### src/rtl/bus_pkg.sv
// Shared definitions for the burst master port: state encoding
// and width helpers used by the interface and the datapath.
package bus_pkg;

   typedef enum logic [3:0] {
      S_IDLE,
      S_LOAD,
      S_REQ,
      S_SADDR,
      S_WAIT,
      S_ADDR,
      S_BLEN,
      S_WDATA,
      S_RDATA,
      S_SPLIT
   } state_t;

   function automatic int dev_w(int aw, int sw);
      return aw - sw;
   endfunction

   function automatic int len_w(int max_burst);
      return $clog2(max_burst);
   endfunction

   // Phase counter must hold the longest fixed-length serial phase
   function automatic int cnt_w(int a, int b, int c, int d);
      int m;
      m = a;
      if (b > m) m = b;
      if (c > m) m = c;
      if (d > m) m = d;
      return $clog2(m + 1);
   endfunction

endpackage

### src/rtl/burst_master_port_if.sv
// Device-side request/beat handshakes plus the serial bus wires
// of the burst master port.
interface burst_master_port_if
   import bus_pkg::*;
#(
   parameter int ADDR_WIDTH = 16,
   parameter int DATA_WIDTH = 8,
   parameter int MAX_BURST  = 4
);
   localparam int LEN_W = len_w(MAX_BURST);

   logic [ADDR_WIDTH-1:0] daddr;
   logic [LEN_W-1:0]      dlen;
   logic                  dmode;
   logic                  dvalid;
   logic                  dready;
   logic [DATA_WIDTH-1:0] dwdata;
   logic                  dwvalid;
   logic                  dwready;
   logic [DATA_WIDTH-1:0] drdata;
   logic                  drvalid;
   logic                  derr;
   logic                  mwdata;
   logic                  mmode;
   logic                  mvalid;
   logic                  mrdata;
   logic                  svalid;
   logic                  mbreq;
   logic                  mbgrant;
   logic                  msplit;
   logic                  ack;

   modport master (
      input  daddr, dlen, dmode, dvalid, dwdata, dwvalid,
      input  mrdata, svalid, mbgrant, msplit, ack,
      output dready, dwready, drdata, drvalid, derr,
      output mwdata, mmode, mvalid, mbreq
   );

   modport slave (
      output daddr, dlen, dmode, dvalid, dwdata, dwvalid,
      output mrdata, svalid, mbgrant, msplit, ack,
      input  dready, dwready, drdata, drvalid, derr,
      input  mwdata, mmode, mvalid, mbreq
   );

endinterface

### src/rtl/burst_wbuf.sv
// Write staging FIFO: holds the beats of one write burst until
// the serial data phase drains them in push order.
module burst_wbuf #(
   parameter int DEPTH = 4,
   parameter int WIDTH = 8
) (
   input  logic                   clk,
   input  logic                   rstn,
   input  logic                   clr,
   input  logic                   push,
   input  logic                   pop,
   input  logic [WIDTH-1:0]       wdata,
   output logic [WIDTH-1:0]       rdata,
   output logic [$clog2(DEPTH):0] count
);
   localparam int PW = $clog2(DEPTH);
   localparam logic [PW:0] FULL = (PW + 1)'(DEPTH);

   logic [WIDTH-1:0] mem [DEPTH];
   logic [PW-1:0]    wptr;
   logic [PW-1:0]    rptr;
   logic             do_push;
   logic             do_pop;

   assign do_push = push && (count != FULL);
   assign do_pop  = pop && (count != '0);
   assign rdata   = mem[rptr];

   always_ff @(posedge clk) begin
      if (do_push) mem[wptr] <= wdata;
   end

   always_ff @(posedge clk or negedge rstn) begin
      if (!rstn) begin
         wptr  <= '0;
         rptr  <= '0;
         count <= '0;
      end else if (clr) begin
         wptr  <= '0;
         rptr  <= '0;
         count <= '0;
      end else begin
         if (do_push) wptr <= wptr + PW'(1);
         if (do_pop)  rptr <= rptr + PW'(1);
         case ({do_push, do_pop})
            2'b10:   count <= count + (PW + 1)'(1);
            2'b01:   count <= count - (PW + 1)'(1);
            default: count <= count;
         endcase
      end
   end

endmodule

### src/rtl/burst_master_port.sv
// Burst master port: arbitrates for the serial bus, shifts out
// device/address/length/data and collects serial read beats.
module burst_master_port
   import bus_pkg::*;
#(
   parameter int ADDR_WIDTH           = 16,
   parameter int DATA_WIDTH           = 8,
   parameter int SLAVE_MEM_ADDR_WIDTH = 12,
   parameter int MAX_BURST            = 4,
   parameter int TIMEOUT_CYCLES       = 5,
   parameter int MAX_RETRY            = 2
) (
   input  logic                clk,
   input  logic                rstn,
   burst_master_port_if.master bus
);
   localparam int DEV_W = dev_w(ADDR_WIDTH, SLAVE_MEM_ADDR_WIDTH);
   localparam int LEN_W = len_w(MAX_BURST);
   localparam int CNT_W =
      cnt_w(SLAVE_MEM_ADDR_WIDTH, DEV_W, TIMEOUT_CYCLES, LEN_W);
   localparam int BIT_W = $clog2(DATA_WIDTH);
   localparam int RTY_W = $clog2(MAX_RETRY + 1);
   localparam int TX_W  =
      (ADDR_WIDTH > DATA_WIDTH) ? ADDR_WIDTH : DATA_WIDTH;

   localparam logic [CNT_W-1:0] DEV_LAST = CNT_W'(DEV_W - 1);
   localparam logic [CNT_W-1:0] SM_LAST  =
      CNT_W'(SLAVE_MEM_ADDR_WIDTH - 1);
   localparam logic [CNT_W-1:0] TO_LAST  = CNT_W'(TIMEOUT_CYCLES - 1);
   localparam logic [CNT_W-1:0] LEN_LAST = CNT_W'(LEN_W - 1);
   localparam logic [BIT_W-1:0] BIT_LAST = BIT_W'(DATA_WIDTH - 1);
   localparam logic [RTY_W-1:0] RTY_MAX  = RTY_W'(MAX_RETRY);
   localparam logic [LEN_W:0]   WB_FULL  = (LEN_W + 1)'(MAX_BURST);

   state_t                state;
   state_t                state_n;
   logic [ADDR_WIDTH-1:0] addr;
   logic [LEN_W-1:0]      len;
   logic                  mode;
   logic [RTY_W-1:0]      retry;
   logic [CNT_W-1:0]      cnt;
   logic [BIT_W-1:0]      bit_cnt;
   logic [LEN_W-1:0]      beat;
   logic [TX_W-1:0]       tx;
   logic [DATA_WIDTH-1:0] rx;
   logic [DATA_WIDTH-1:0] rx_n;
   logic [DATA_WIDTH-1:0] drdata_q;
   logic                  drvalid_q;
   logic                  derr_q;

   logic                  dready_c;
   logic                  dwready_c;
   logic                  mvalid_c;
   logic                  mbreq_c;
   logic                  accept;
   logic                  push;
   logic                  pop;
   logic                  bit_last;
   logic                  beat_last;
   logic [DATA_WIDTH-1:0] wb_rdata;
   logic [LEN_W:0]        wb_count;

   assign bit_last  = (bit_cnt == BIT_LAST);
   assign beat_last = (beat == len);
   assign rx_n      = {bus.mrdata, rx[DATA_WIDTH-1:1]};
   assign accept    = (state == S_IDLE) && bus.dvalid;
   assign push      = (state == S_LOAD) && bus.dwvalid && dwready_c;
   assign pop       =
      ((state == S_BLEN) && (cnt == LEN_LAST) && mode) ||
      ((state == S_WDATA) && bit_last && !beat_last);

   burst_wbuf #(
      .DEPTH (MAX_BURST),
      .WIDTH (DATA_WIDTH)
   ) u_wbuf (
      .clk   (clk),
      .rstn  (rstn),
      .clr   (accept),
      .push  (push),
      .pop   (pop),
      .wdata (bus.dwdata),
      .rdata (wb_rdata),
      .count (wb_count)
   );

   always_ff @(posedge clk or negedge rstn) begin
      if (!rstn) state <= S_IDLE;
      else       state <= state_n;
   end

   always_comb begin
      state_n   = state;
      dready_c  = 1'b0;
      dwready_c = 1'b0;
      mvalid_c  = 1'b0;
      mbreq_c   = !(state inside {S_IDLE, S_LOAD});
      unique case (state)
         S_IDLE: begin
            dready_c = 1'b1;
            if (bus.dvalid) state_n = bus.dmode ? S_LOAD : S_REQ;
         end
         S_LOAD: begin
            dwready_c = (wb_count != WB_FULL);
            if (bus.dwvalid && dwready_c && beat_last) state_n = S_REQ;
         end
         S_REQ: if (bus.mbgrant) state_n = S_SADDR;
         S_SADDR: begin
            mvalid_c = 1'b1;
            if (cnt == DEV_LAST) state_n = S_WAIT;
         end
         S_WAIT: begin
            if (bus.ack)
               state_n = S_ADDR;
            else if (cnt == TO_LAST)
               state_n = (retry < RTY_MAX) ? S_REQ : S_IDLE;
         end
         S_ADDR: begin
            mvalid_c = 1'b1;
            if (cnt == SM_LAST) state_n = S_BLEN;
         end
         S_BLEN: begin
            mvalid_c = 1'b1;
            if (cnt == LEN_LAST) state_n = mode ? S_WDATA : S_RDATA;
         end
         S_WDATA: begin
            mvalid_c = 1'b1;
            if (bit_last && beat_last) state_n = S_IDLE;
         end
         S_RDATA: begin
            if (bus.msplit)
               state_n = S_SPLIT;
            else if (bus.svalid && bit_last && beat_last)
               state_n = S_IDLE;
         end
         S_SPLIT: if (!bus.msplit) state_n = S_RDATA;
         default: state_n = S_IDLE;
      endcase
   end

   // tx is reloaded at each phase boundary and shifted LSB first
   always_ff @(posedge clk or negedge rstn) begin
      if (!rstn) begin
         addr      <= '0;
         len       <= '0;
         mode      <= 1'b0;
         retry     <= '0;
         cnt       <= '0;
         bit_cnt   <= '0;
         beat      <= '0;
         tx        <= '0;
         rx        <= '0;
         drdata_q  <= '0;
         drvalid_q <= 1'b0;
         derr_q    <= 1'b0;
      end else begin
         drvalid_q <= 1'b0;
         derr_q    <= 1'b0;
         unique case (state)
            S_IDLE: begin
               if (bus.dvalid) begin
                  addr    <= bus.daddr;
                  len     <= bus.dlen;
                  mode    <= bus.dmode;
                  retry   <= '0;
                  cnt     <= '0;
                  bit_cnt <= '0;
                  beat    <= '0;
               end
            end
            S_LOAD: begin
               if (push) beat <= beat_last ? '0 : beat + LEN_W'(1);
            end
            S_REQ: begin
               if (bus.mbgrant) begin
                  cnt <= '0;
                  tx  <= TX_W'(addr >> SLAVE_MEM_ADDR_WIDTH);
               end
            end
            S_SADDR: begin
               tx  <= tx >> 1;
               cnt <= (cnt == DEV_LAST) ? '0 : cnt + CNT_W'(1);
            end
            S_WAIT: begin
               if (bus.ack) begin
                  cnt <= '0;
                  tx  <= TX_W'(addr);
               end else if (cnt == TO_LAST) begin
                  cnt <= '0;
                  if (retry < RTY_MAX) retry  <= retry + RTY_W'(1);
                  else                 derr_q <= 1'b1;
               end else begin
                  cnt <= cnt + CNT_W'(1);
               end
            end
            S_ADDR: begin
               if (cnt == SM_LAST) begin
                  cnt <= '0;
                  tx  <= TX_W'(len);
               end else begin
                  cnt <= cnt + CNT_W'(1);
                  tx  <= tx >> 1;
               end
            end
            S_BLEN: begin
               if (cnt == LEN_LAST) begin
                  cnt     <= '0;
                  bit_cnt <= '0;
                  beat    <= '0;
                  tx      <= mode ? TX_W'(wb_rdata) : '0;
               end else begin
                  cnt <= cnt + CNT_W'(1);
                  tx  <= tx >> 1;
               end
            end
            S_WDATA: begin
               if (bit_last) begin
                  bit_cnt <= '0;
                  if (beat_last) begin
                     beat <= '0;
                     tx   <= '0;
                  end else begin
                     beat <= beat + LEN_W'(1);
                     tx   <= TX_W'(wb_rdata);
                  end
               end else begin
                  bit_cnt <= bit_cnt + BIT_W'(1);
                  tx      <= tx >> 1;
               end
            end
            S_RDATA: begin
               if (!bus.msplit && bus.svalid) begin
                  rx <= rx_n;
                  if (bit_last) begin
                     bit_cnt   <= '0;
                     drdata_q  <= rx_n;
                     drvalid_q <= 1'b1;
                     beat      <= beat_last ? '0 : beat + LEN_W'(1);
                  end else begin
                     bit_cnt <= bit_cnt + BIT_W'(1);
                  end
               end
            end
            S_SPLIT: ;
            default: ;
         endcase
      end
   end

   assign bus.dready  = dready_c;
   assign bus.dwready = dwready_c;
   assign bus.mvalid  = mvalid_c;
   assign bus.mwdata  = mvalid_c & tx[0];
   assign bus.mbreq   = mbreq_c;
   assign bus.mmode   = mode;
   assign bus.drdata  = drdata_q;
   assign bus.drvalid = drvalid_q;
   assign bus.derr    = derr_q;

endmodule

### src/flat_wrapper.sv
// flat-port wrapper written by rule: the top's interface ports become plain ports
module burst_master_port_flat import bus_pkg::*;
#(
   parameter int ADDR_WIDTH           = 16,
   parameter int DATA_WIDTH           = 8,
   parameter int SLAVE_MEM_ADDR_WIDTH = 12,
   parameter int MAX_BURST            = 4,
   parameter int TIMEOUT_CYCLES       = 5,
   parameter int MAX_RETRY            = 2
)
  (clk, rstn, bus_daddr, bus_dlen, bus_dmode, bus_dvalid, bus_dwdata, bus_dwvalid, bus_mrdata, bus_svalid, bus_mbgrant, bus_msplit, bus_ack, bus_dready, bus_dwready, bus_drdata, bus_drvalid, bus_derr, bus_mwdata, bus_mmode, bus_mvalid, bus_mbreq);
  burst_master_port_if #(.ADDR_WIDTH(ADDR_WIDTH), .DATA_WIDTH(DATA_WIDTH), .MAX_BURST(MAX_BURST)) bus_i ();
  input  logic clk;
  input  logic rstn;
  input wire logic [$bits(bus_i.daddr)-1:0] bus_daddr;
  input wire logic [$bits(bus_i.dlen)-1:0] bus_dlen;
  input wire logic [$bits(bus_i.dmode)-1:0] bus_dmode;
  input wire logic [$bits(bus_i.dvalid)-1:0] bus_dvalid;
  input wire logic [$bits(bus_i.dwdata)-1:0] bus_dwdata;
  input wire logic [$bits(bus_i.dwvalid)-1:0] bus_dwvalid;
  input wire logic [$bits(bus_i.mrdata)-1:0] bus_mrdata;
  input wire logic [$bits(bus_i.svalid)-1:0] bus_svalid;
  input wire logic [$bits(bus_i.mbgrant)-1:0] bus_mbgrant;
  input wire logic [$bits(bus_i.msplit)-1:0] bus_msplit;
  input wire logic [$bits(bus_i.ack)-1:0] bus_ack;
  output wire logic [$bits(bus_i.dready)-1:0] bus_dready;
  output wire logic [$bits(bus_i.dwready)-1:0] bus_dwready;
  output wire logic [$bits(bus_i.drdata)-1:0] bus_drdata;
  output wire logic [$bits(bus_i.drvalid)-1:0] bus_drvalid;
  output wire logic [$bits(bus_i.derr)-1:0] bus_derr;
  output wire logic [$bits(bus_i.mwdata)-1:0] bus_mwdata;
  output wire logic [$bits(bus_i.mmode)-1:0] bus_mmode;
  output wire logic [$bits(bus_i.mvalid)-1:0] bus_mvalid;
  output wire logic [$bits(bus_i.mbreq)-1:0] bus_mbreq;
  assign bus_i.daddr = bus_daddr;
  assign bus_i.dlen = bus_dlen;
  assign bus_i.dmode = bus_dmode;
  assign bus_i.dvalid = bus_dvalid;
  assign bus_i.dwdata = bus_dwdata;
  assign bus_i.dwvalid = bus_dwvalid;
  assign bus_i.mrdata = bus_mrdata;
  assign bus_i.svalid = bus_svalid;
  assign bus_i.mbgrant = bus_mbgrant;
  assign bus_i.msplit = bus_msplit;
  assign bus_i.ack = bus_ack;
  assign bus_dready = bus_i.dready;
  assign bus_dwready = bus_i.dwready;
  assign bus_drdata = bus_i.drdata;
  assign bus_drvalid = bus_i.drvalid;
  assign bus_derr = bus_i.derr;
  assign bus_mwdata = bus_i.mwdata;
  assign bus_mmode = bus_i.mmode;
  assign bus_mvalid = bus_i.mvalid;
  assign bus_mbreq = bus_i.mbreq;
  burst_master_port #(.ADDR_WIDTH(ADDR_WIDTH), .DATA_WIDTH(DATA_WIDTH), .SLAVE_MEM_ADDR_WIDTH(SLAVE_MEM_ADDR_WIDTH), .MAX_BURST(MAX_BURST), .TIMEOUT_CYCLES(TIMEOUT_CYCLES), .MAX_RETRY(MAX_RETRY)) u_core (.clk(clk), .rstn(rstn), .bus(bus_i));
endmodule
### config.mk
export PLATFORM = sky130hd
export DESIGN_NAME = burst_master_port_flat
export DESIGN_NICKNAME = d
export VERILOG_FILES = /design/src/rtl/bus_pkg.sv /design/src/rtl/burst_master_port_if.sv /design/src/rtl/burst_wbuf.sv /design/src/rtl/burst_master_port.sv /design/src/flat_wrapper.sv
export SDC_FILE = /design/constraint.sdc
export NUM_CORES = 1
export LEC_CHECK = 0
export BUFFER_PORTS_ARGS = -buffer_cell sky130_fd_sc_hd__buf_4
export CELL_PAD_IN_SITES_DETAIL_PLACEMENT = 1
export CELL_PAD_IN_SITES_GLOBAL_PLACEMENT = 1
export CORE_MARGIN = 2
export CORE_UTILIZATION = 52
export DETAILED_ROUTE_END_ITERATION = 6
export PLACE_DENSITY_LB_ADDON = 0.1
export SLEW_MARGIN = 20
export SYNTH_ARGS = -nofsm -noshare
export SYNTH_HDL_FRONTEND = slang
export SYNTH_HIERARCHICAL = 1
export SYNTH_SLANG_ARGS = --single-unit
### constraint.sdc
create_clock -name clk -period 5.7 [get_ports clk]
set_input_delay 1.14 -clock clk [delete_from_list [all_inputs] [get_ports clk]]
set_output_delay 1.14 -clock clk [all_outputs]
set_load 0.02 [all_outputs]
==> results of run 1 <==
[layout by cell type, fill, tap and decap left out, types with 5 or more instances in the layout]
cell type,instances
mux2_2,34
inv_1,12
ha_1,9
nor2b_1,7
a221oi_1,5
nand2b_1,8
dfrtp_1,74
o31ai_1,5
mux2_4,8
nand3_1,9
clkbuf_8,10
o21ai_0,16
buf_4,54
a21oi_1,11
nand2_1,27
nor4_1,6
edfxtp_1,32
mux4_2,8
nor2_1,17
a22oi_1,7
[logic make-up (layout without fill, tap and decap cells)]
group	Yosys count	in the layout	synth area share, %
AND/OR/NAND/NOR	115	115	12.49
flip-flops	106	106	53.66
AO/OA/AOI/OAI	89	89	12.58
multiplexers	53	53	13.61
buffers and inverters	42	82	4.130
adder cells (fa/ha/maj)	10	10	2.530
XOR/XNOR	6	6	1.003
[metal layers]
metal	vias up	global-route usage, %	share of wire (%)
met3	13	4.073	4.0
met1	1817	29.31	42
met4	0	8.108	1.5
li1	1647	-	-
met2	80	39.54	52
met5	-	0	0
[metrics by stage]
| stage | hold WS (ns) | utilization [%] | setup slack (ns) | instances | cell area, um2 |
|---|---|---|---|---|---|
| detailed placement | 0.4767 | 57.77 | 2.091 | 578 | 5647 |
| global placement | 0.4632 | 57.77 | 2.344 | 578 | 5647 |
| global route | 0.5285 | 59.82 | 1.758 | 594 | 5847 |
| finish | 0.4993 | 59.82 | 2.054 | 594 | 5847 |
| floorplan | 0.4402 | - | 2.838 | 421 | 5241 |
| CTS | 0.5005 | 59.82 | 2.064 | 594 | 5847 |
[layout make-up]
type / count / share of cell area, %
well taps: 133 / 2.846
multi-input cells: 273 / 37.92
clock buffers: 11 / 2.782
flip-flops and latches: 106 / 48.11
clock inverters: 5 / 0.6420
inverters: 12 / 0.7704
repair buffers: 54 / 6.933
[where the power goes]
part           internal (mW)  switching [mW]  leakage [nW]
logic                  0.460           0.528          1.08
clock network          0.202           0.270         0.106
registers              0.959           0.244          1.26
total                   1.62            1.04          2.45
[registers in the layout, summed over array words and instances, names as in the netlist, 4 cells and up]
signal and count:
u_core/addr 16, u_core/bus.drdata 8, u_core/cnt 4, u_core/rx 7
u_core/state 4, u_core/tx 16, u_core/u_wbuf/mem 32
[final timing paths]
| check | end | slack [ns] | cells past startpoint |
|---|---|---|---|
| min reg2reg | u_core/tx[2] | 0.50 | 2 |
| max in group asynchronous | u_core/addr[3] | 4.17 | 1 |
| max reg2reg | u_core/u_wbuf/count[1] | 2.05 | 6 |
| min in group asynchronous | u_core/state[2] | 0.89 | 1 |
| max | u_core/u_wbuf/count[1] | 2.05 | 6 |
| min | u_core/tx[2] | 0.50 | 2 |
[critical path: cells and delay by family, from the launching register on]
kind | cells | cell delay [ns]
AND/OR/NAND/NOR | 3 | 1.81
flip-flops | 1 | 0.86
adder cells (fa/ha/maj) | 1 | 0.56
AO/OA/AOI/OAI | 2 | 0.28
==> impl_results.md, run 1 <==
- Max_cap viols: 0
- Async SR Flop Fraction: 69.81%
- Critical Path Source: u_core/state[0]
- Initial antenna violation count: 0
- Largest cells by area after synthesis: dfrtp_1, edfxtp_1, mux2_2
- Core area: 9774 um2
- Initial DRC Count: 150
- Resized cells post-CTS: 0
- Tmin final: 3.646 ns
- First-pass GRT wire length: 19.82 mm
- Clock Latency Late Sink: 0.37 ns
- CP peak stage delay: 0.86 ns
- Max clock buf depth: 2
- Pre-antenna DRT Iters: 5
- Synthesis warning total: 6
- I/O Pins: 52
- Yosys top cell area share: 35.33%
- Number of remaining DRC errors: 0
- Diode count: 0
- Final GP Congestion: 0.8095
- # setup viols final: 0
- Unrepaired setup endpoints after global routing: no
- Antenna Nets Post-Route: 0
- Initial core utilization: 53.62%
- Synth cell count leaders: dfrtp_1, mux2_2, edfxtp_1, nand2_1, nor2_1
- Final Power: 2.662 mW
- Worst Setup Start Kind: register
- Leak Pwr: 2.449 nW
- RR Startpoint: u_core/state[0]
- Hold Crit Class: register to register
- Main synth FF type: dfrtp_1
- Die width: 104.4 um
- Vias in the first global route: 3886
- Share of cells above drive strength 1: 28.63%
- Row cnt: 36
- Distinct cell type count after synthesis: 71
- WP data arrival: 3.91 ns
- Worst rel slew slack: 36.15%
- CP Data Required Time: 5.96 ns
- FMAX: 274.3 MHz
- Largest net degree at the start of global routing: 75
- Port Buf Inserts: 51
- Post-Syn Area: 5241 um2
- # nets final: 502
- Slowest CP cell: dfrtp_1
- Critical-path cell list: or4b_2, nor2_1, a21oi_1, fa_1, a31oi_1, nor4_1
- Avg Cell Area, Syn: 12.45 um2
- CTS buffer count: 9
- Vias: 3557
- Outcome: finished clean
- Peak supply drop: 0.2117 mV
- Clock Pin Slew Worst Setup and Hold Paths: 0.11 ns
- Synth Instances: 421
- Number of synthesized flops with an enable pin: 32
- Yosys reg bits: 106
- PwrDens: 455.4 nW/um2
- Critical path class: register to register
- Area grow syn2layout: 11.55%
- Vias per cell: 5.988
- Multi-input logic area: 2217 um2
- Register area: 2813 um2
- Post CTS Setup Buffer Count: 0
- Hold_buf cts: 0
- Critical path endpoint category: register
- Tcrit/Tclk final: 63.96%
- Die ar.: 10900 um2
- Sequential share of the synthesized area: 53.66%
- CTS tree: done
- Mapped Nets: 467
- Clock root buffer: clkbuf_8
- Die H: 104.4 um
- Final hold vios: 0
- DR WL/cell: 19.49 um
- Total negative slack: 0 ns
- All-layer global routing usage: 23.02%
- Cell accounting for the most synthesized area: dfrtp_1
- Worst-margin pin slew: 0.9578 ns
- Top-count cell post-synth: dfrtp_1
- Sink Count: 106
- H-Tree Level Count: 3
- DP HPWL: 7.937 mm
- Max-slew violation count: 0
- Post-Route WL: 11.58 mm
- GRT overflow: 0
- Crit path max fanout: 26
- Filler instances: 1014
- Clk_skew: 0.009917 ns
- Hold Crit Start: u_core/tx[2]
No activity file was read; power rests on OpenSTA's default activity.
==> run 2, diff against run 1 <==
--- a/config.mk
+++ b/config.mk
@@ -9,7 +9,7 @@
 export CELL_PAD_IN_SITES_DETAIL_PLACEMENT = 1
 export CELL_PAD_IN_SITES_GLOBAL_PLACEMENT = 1
 export CORE_MARGIN = 2
-export CORE_UTILIZATION = 52
+export CORE_UTILIZATION = 48
 export DETAILED_ROUTE_END_ITERATION = 6
 export PLACE_DENSITY_LB_ADDON = 0.1
 export SLEW_MARGIN = 20
==> constraint.sdc (replaced) <==
create_clock -name clk -period 3.51 [get_ports clk]
set_input_delay 0.702 -clock clk [delete_from_list [all_inputs] [get_ports clk]]
set_output_delay 0.702 -clock clk [all_outputs]
set_load 0.02 [all_outputs]
==> impl_results.md, run 2 (same netlist as run 1, synthesis figures left out) <==
- Outcome: finished clean
- Final Instance Count excl. Fillers: 607 (+2.2%)
- Worst Setup Start Kind: register
- FMAX: 337.0 MHz
- CP peak stage delay: 0.88 ns (+0.02 ns)
- Vias in the first global route: 3718 (-4.3%)
- Top Registers: u_core/u_wbuf/mem x32, u_core/addr x16, u_core/tx x16
- Critical path class: register to output pin
- Die H: 108.5 um (+3.9%)
- Post CTS Setup Buffer Count: 0 (unchanged)
- Sink Count: 106 (unchanged)
- Final GP Congestion: 0.8416 (+4.0%)
- Peak supply drop: 0.4491 mV (+110%)
- Initial antenna violation count: 0 (unchanged)
- Total negative slack: 0 ns (unchanged)
- Pre-CTS setup slack: 0.6521 ns (-1.438 ns)
- Resized cells post-CTS: 0 (unchanged)
- Max reg flops: 32 (unchanged)
- Pre-antenna DRT Iters: 4 (-1)
- Die ar.: 11770 um2 (+8.0%)
- CTS tree: done
- Row cnt: 38 (+5.6%)
- Antenna Nets Post-Route: 0 (unchanged)
- Crit path max fanout: 27 (+3.8%)
- Most frequent cells in the layout: dfrtp_1, buf_4, mux2_2
- Critical path endpoint category: output pin
- DP HPWL: 8.703 mm (+9.7%)
- Placed insts: 591 (+2.2%)
- Slowest CP cell: dfrtp_1
- Register with the most flip-flops: u_core/u_wbuf/mem
- GRT overflow: 0 (unchanged)
- Share of cells above drive strength 1: 29.55% (+0.92 points)
- Max_cap viols: 0 (unchanged)
- Utilization after layout: 55.01% (-4.8 points)
- Clk_skew: 0.009227 ns (-0.0006896 ns)
- Diode count: 0 (unchanged)
- Core area: 10750 um2 (+9.9%)
- Max clock buf depth: 2 (unchanged)
- Worst rel slew slack: 36.47% (+0.32 points)
- Tmin final: 2.967 ns
- CP delay by family, top: flip-flops
- Number of remaining DRC errors: 0 (unchanged)
- All-layer global routing usage: 22.35% (-0.67 points)
- # setup viols final: 0 (unchanged)
- I/O Pins: 52 (unchanged)
- H-Tree Level Count: 3 (unchanged)
- Vias per cell: 5.860 (-2.1%)
- Die width: 108.5 um (+3.9%)
- Hold_buf cts: 0 (unchanged)
- Post-Route WL: 12.07 mm (+4.2%)
- Critical-path cell list: a21oi_1, or2_2, nor2_1, and2_1, buf_4
- Area grow syn2layout: 12.77%
- Vias: 3557 (unchanged)
- Unrepaired setup endpoints after global routing: no
- Largest net degree at the start of global routing: 75 (unchanged)
- Hold Crit Class: input pin to async pin
- # nets final: 508 (+1.2%)
- DR WL/cell: 19.88 um (+2.0%)
- CTS buffer count: 9 (unchanged)
- Worst-margin pin slew: 0.9529 ns (-0.004852 ns)
- PwrDens: 746.8 nW/um2 (+64%)
- First-pass GRT wire length: 19.80 mm (about the same)
- Initial core utilization: 48.78% (-4.8 points)
- Port Buf Inserts: 51 (unchanged)
- WP data arrival: 2.27 ns (-1.64 ns)
- Most common cell after layout, fill and taps aside: dfrtp_1
- Clock root buffer: clkbuf_8
- Hold_ws: 0.4286 ns (-0.07071 ns)
- Max-slew violation count: 0 (unchanged)
- Leak Pwr: 2.481 nW (+1.3%)
- Final hold vios: 0 (unchanged)
- Worst setup margin: 0.5430 ns (-1.511 ns)
- Clock Latency Late Sink: 0.39 ns (+0.02 ns)
- Clock Pin Slew Worst Setup and Hold Paths: 0.11 ns (about the same)
- Buf/Inv on CP: 1 (+1)
- Initial DRC Count: 176 (+17%)
- Tcrit/Tclk final: 84.53%
- CP Data Required Time: 2.81 ns (-3.15 ns)
-- run 2: layout make-up --
cell class	instances	area [um2]
inverters	12	45.04
clock buffers	9	123.9
flip-flops and latches	106	2813
well taps	140	175.2
repair buffers	60	450.4
fillers	1111	4835
multi-input cells	273	2217
clock inverters	7	86.33
-- run 2: report_power, final --
group / internal (mW) / total [mW] / switching [mW]
logic: 0.786 / 1.68 / 0.896
registers: 1.57 / 1.94 / 0.378
clock network: 0.343 / 0.789 / 0.446
-- run 2: final timing paths --
path	start	end	slack, ns	cells past startpoint
max in group asynchronous	rstn	u_core/bus.drdata[3]	2.44	1
setup reg to reg	u_core/state[1]	u_core/bus.drdata[6]	0.62	4
setup / recovery	u_core/state[1]	bus_mwdata	0.54	5
hold reg to reg	u_core/retry[0]	u_core/retry[0]	0.48	1
hold / removal	rstn	u_core/bus.mmode	0.43	1
min in group clk	u_core/retry[0]	u_core/retry[0]	0.48	1
-- run 2: stage by stage --
stage	cell area [um2]	total power [mW]
after global routing	5911	4.727
after detailed placement	5700	3.652
after CTS	5911	4.463
final	5911	4.414
after floorplan	5241	3.144
after global placement	5700	3.594
-- run 2: routing by layer --
metal  GRT usage [%]  routed length [um]  vias to the layer above
met5               0                   0                        -
met2           38.57                6119                       76
met4           6.227                 182                        0
met1           28.39                5309                     1800
met3           4.822                 455                       18
li1                -                   -                     1663
==> run 3, diff against run 2 <==
--- a/config.mk
+++ b/config.mk
@@ -5,11 +5,12 @@
 export SDC_FILE = /design/constraint.sdc
 export NUM_CORES = 1
 export LEC_CHECK = 0
+export ABC_AREA = 1
 export BUFFER_PORTS_ARGS = -buffer_cell sky130_fd_sc_hd__buf_4
 export CELL_PAD_IN_SITES_DETAIL_PLACEMENT = 1
 export CELL_PAD_IN_SITES_GLOBAL_PLACEMENT = 1
 export CORE_MARGIN = 2
-export CORE_UTILIZATION = 48
+export CORE_UTILIZATION = 45
 export DETAILED_ROUTE_END_ITERATION = 6
 export PLACE_DENSITY_LB_ADDON = 0.1
 export SLEW_MARGIN = 20
==> constraint.sdc (replaced) <==
create_clock -name clk -period 2.8 [get_ports clk]
set_input_delay 0.56 -clock clk [delete_from_list [all_inputs] [get_ports clk]]
set_output_delay 0.56 -clock clk [all_outputs]
set_load 0.02 [all_outputs]
==> impl_results.md, run 3 <==
- Async SR Flop Fraction: 69.81% (unchanged)
- Crit Reg-Reg Endpoint: u_core/u_wbuf/count[2]
- Vias in the first global route: 4783 (+29%)
- Number of remaining DRC errors: 0 (unchanged)
- Mapped Nets: 695 (+49%)
- All-layer global routing usage: 23.87% (+1.5 points)
- Outcome: finished clean
- CTS tree: done
- Clk_skew: 0.007645 ns (-0.001582 ns)
- PwrDens: 917.5 nW/um2 (+23%)
- Post CTS Setup Buffer Count: 0 (unchanged)
- Hold_buf cts: 0 (unchanged)
- Core area: 11520 um2 (+7.2%)
- Register with the most flip-flops: u_core/u_wbuf/mem
- Vias per cell: 5.230 (-11%)
- Worst Setup Start Kind: register
- Leak Pwr: 3.085 nW (+24%)
- Initial antenna violation count: 0 (unchanged)
- Tmin final: 2.505 ns
- Initial core utilization: 46.68% (-2.1 points)
- Multi-input logic area: 2178 um2 (-1.7%)
- Top-count cell post-synth: nand2_1
- Worst-margin pin slew: 0.6653 ns (-0.2877 ns)
- CP Data Required Time: 3.05 ns (+0.24 ns)
- Critical Path Source: u_core/bit_cnt[0]
- Max-slew violation count: 0 (unchanged)
- GRT overflow: 0 (unchanged)
- Synth Instances: 649 (+54%)
- Tcrit/Tclk final: 89.48%
- Die ar.: 12830 um2 (+9.0%)
- Most frequent cells in the layout: nand2_1, dfrtp_1, inv_1
- Post-Syn Area: 5375 um2 (+2.6%)
- Yosys top cell area share: 34.45% (-0.88 points)
- FMAX: 399.1 MHz
- Top Registers: u_core/u_wbuf/mem x32, u_core/addr x16, u_core/tx x16
- Sink Count: 106 (unchanged)
- DP HPWL: 10.72 mm (+23%)
- Synthesis warning total: 6 (unchanged)
- Internal power component: 3.291 mW (+22%)
- Largest net degree at the start of global routing: 45 (-40%)
- Pre-antenna DRT Iters: 4 (unchanged)
- Clock Latency Late Sink: 0.36 ns (-0.03 ns)
- Register-to-Register Path Depth: 16 (+12)
- Filler instances: 1399 (+26%)
- Distinct cell type count after synthesis: 37 (-48%)
- Critical path endpoint category: register
- Share of cells above drive strength 1: 17.37% (-12 points)
- # nets final: 755 (+49%)
- Combinational fraction of design power: 38.9% (+0.8 points)
- Avg Cell Area, Syn: 8.282 um2 (-33%)
- RR Startpoint: u_core/bit_cnt[0]
- Resized cells post-CTS: 0 (unchanged)
- Initial DRC Count: 242 (+38%)
- Worst rel slew slack: 55.27% (+19 points)
- R2r setup slk: 0.29 ns (-0.33 ns)
- Final hold vios: 0 (unchanged)
- Clock root buffer: clkbuf_16
- Placed insts: 841 (+42%)
- Row cnt: 39 (+2.6%)
- Critical path class: register to register
- Number of synthesized flops with an enable pin: 32 (unchanged)
- Synth cell count leaders: nand2_1, dfrtp_1, inv_1, o21ai_0, nand3_1
- First-pass GRT wire length: 23.85 mm (+20%)
- Net Sw Power: 2.436 mW (+42%)
- Die H: 113.3 um (+4.4%)
- # setup viols final: 0 (unchanged)
- Max reg flops: 32 (unchanged)
- Register area: 2813 um2 (unchanged)
- DR WL/cell: 16.60 um (-16%)
- Sequential share of the synthesized area: 52.33% (-1.3 points)
- H-Tree Level Count: 3 (unchanged)
- Clock Pin Slew Worst Setup and Hold Paths: 0.08 ns (-0.03 ns)
- Port Buf Inserts: 51 (unchanged)
- Vias: 4482 (+26%)
- Switching share of power: 42.53% (+3.6 points)
- Area grow syn2layout: 16.11%
- Main synth FF type: dfrtp_1
- Final Power: 5.726 mW (+30%)
- Critical path capture point: u_core/u_wbuf/count[2]
- Unrepaired setup endpoints after global routing: no
- Final GP Congestion: 0.8825 (+4.9%)
- Max_cap viols: 0 (unchanged)
- Crit path max fanout: 6 (-78%)
- Cell accounting for the most synthesized area: dfrtp_1
- Max clock buf depth: 2 (unchanged)
- Peak supply drop: 0.5927 mV (+32%)
- Diode count: 0 (unchanged)
- Antenna Nets Post-Route: 0 (unchanged)
- WP data arrival: 2.76 ns (+0.49 ns)
- Most common cell after layout, fill and taps aside: nand2_1
- I/O Pins: 52 (unchanged)
- CTS buffer count: 9 (unchanged)
- Post-Route WL: 14.23 mm (+18%)
- Yosys reg bits: 106 (unchanged)
- Die width: 113.3 um (+4.4%)
- Largest cells by area after synthesis: dfrtp_1, edfxtp_1, nand2_1
- Clock group share of total power: 21.8% (+3.9 points)
- Hold Crit Class: input pin to async pin
- Final Instance Count excl. Fillers: 857 (+41%)
- Sequential fraction of design power: 39.3% (-4.7 points)
- Total negative slack: 0 ns (unchanged)
[run 3: cell types whose count changed after synthesis, sizes merged, moves of 37 or more]
cell   previous run  this run
mux2             42         0
nand2            27       235
nor2             17        54
inv              12        76
o21ai            18        57
nand3             9        48
[run 3: per-layer routing]
metal	up-vias	global-route usage (%)	wire length (um)
li1	2204	-	-
met1	2183	29.12	6099
met2	74	42.67	7279
met3	21	5.035	555
met4	0	6.829	291
met5	-	0	0
[run 3: power by group through the flow]
stage | clock network (mW) | logic (mW) | registers (mW)
final | 1.25 | 2.23 | 2.25
after global routing | 1.33 | 2.53 | 2.30
after floorplan | 0 | 1.56 | 2.21
after CTS | 1.29 | 2.24 | 2.25
after detailed placement | 0 | 2.21 | 2.28
after global placement | 0 | 2.13 | 2.25
[run 3: worst min path at each step]
| stage | endpoint | depth (start not counted) | slack (ns) | startpoint |
|---|---|---|---|---|
| floorplan | u_core/addr[0] | 0 | 0.26 | rstn |
| global placement | u_core/bus.drdata[6] | 2 | 0.46 | u_core/bus.drdata[6] |
| detailed placement | u_core/bus.drdata[6] | 2 | 0.46 | u_core/bus.drdata[6] |
| CTS | u_core/cnt[1] | 1 | 0.15 | rstn |
| global route | u_core/cnt[2] | 1 | 0.16 | rstn |
| finish | u_core/cnt[2] | 1 | 0.13 | rstn |
[run 3: cells by family (layout without fill, tap and decap cells)]
kind of cell	Yosys count	count (layout)	share of synthesized area [%]
buf+inv	92	157	7.146
simple gates	353	353	28.58
fa+ha+maj	10	10	2.467
compound gates	84	84	8.822
xor+xnor	4	4	0.6519
flops	106	106	52.33
[run 3: stage by stage]
stage,worst slack [ns],instance area [um2],hold slack [ns],util [%]
2_1_floorplan,0.4840,5375,0.2644,-
3_3_place_gp,0.4261,5951,0.4582,51.67
3_5_place_dp,0.3224,5951,0.4607,51.67
4_1_cts,0.2846,6241,0.1496,54.19
5_1_grt,0.1426,6241,0.1568,54.19
6_report,0.2945,6241,0.1333,54.19
[run 3: cell type report]
cell class                 instances  area share (%)
clock inverter                     6          0.9824
timing repair buffer              63           7.779
multi-input combinational        451           34.90
sequential                       106           45.07
inverter                          78           4.731
tap                              143           2.867
clock buffer                      10           3.669
[run 3: critical path, cell delays in order, from the launching register on]
cell and delay [ns]:
dfrtp_1 0.39, ha_1 0.21, ha_1 0.22, inv_1 0.20, nor2_2 0.09, nand2_1 0.06
nand2_1 0.10, nand2_4 0.11, inv_4 0.05, nand2_4 0.08, inv_1 0.06, fa_1 0.37
xor2_1 0.18, inv_1 0.10, nand2_2 0.05, nand3_1 0.06, nand2_1 0.06
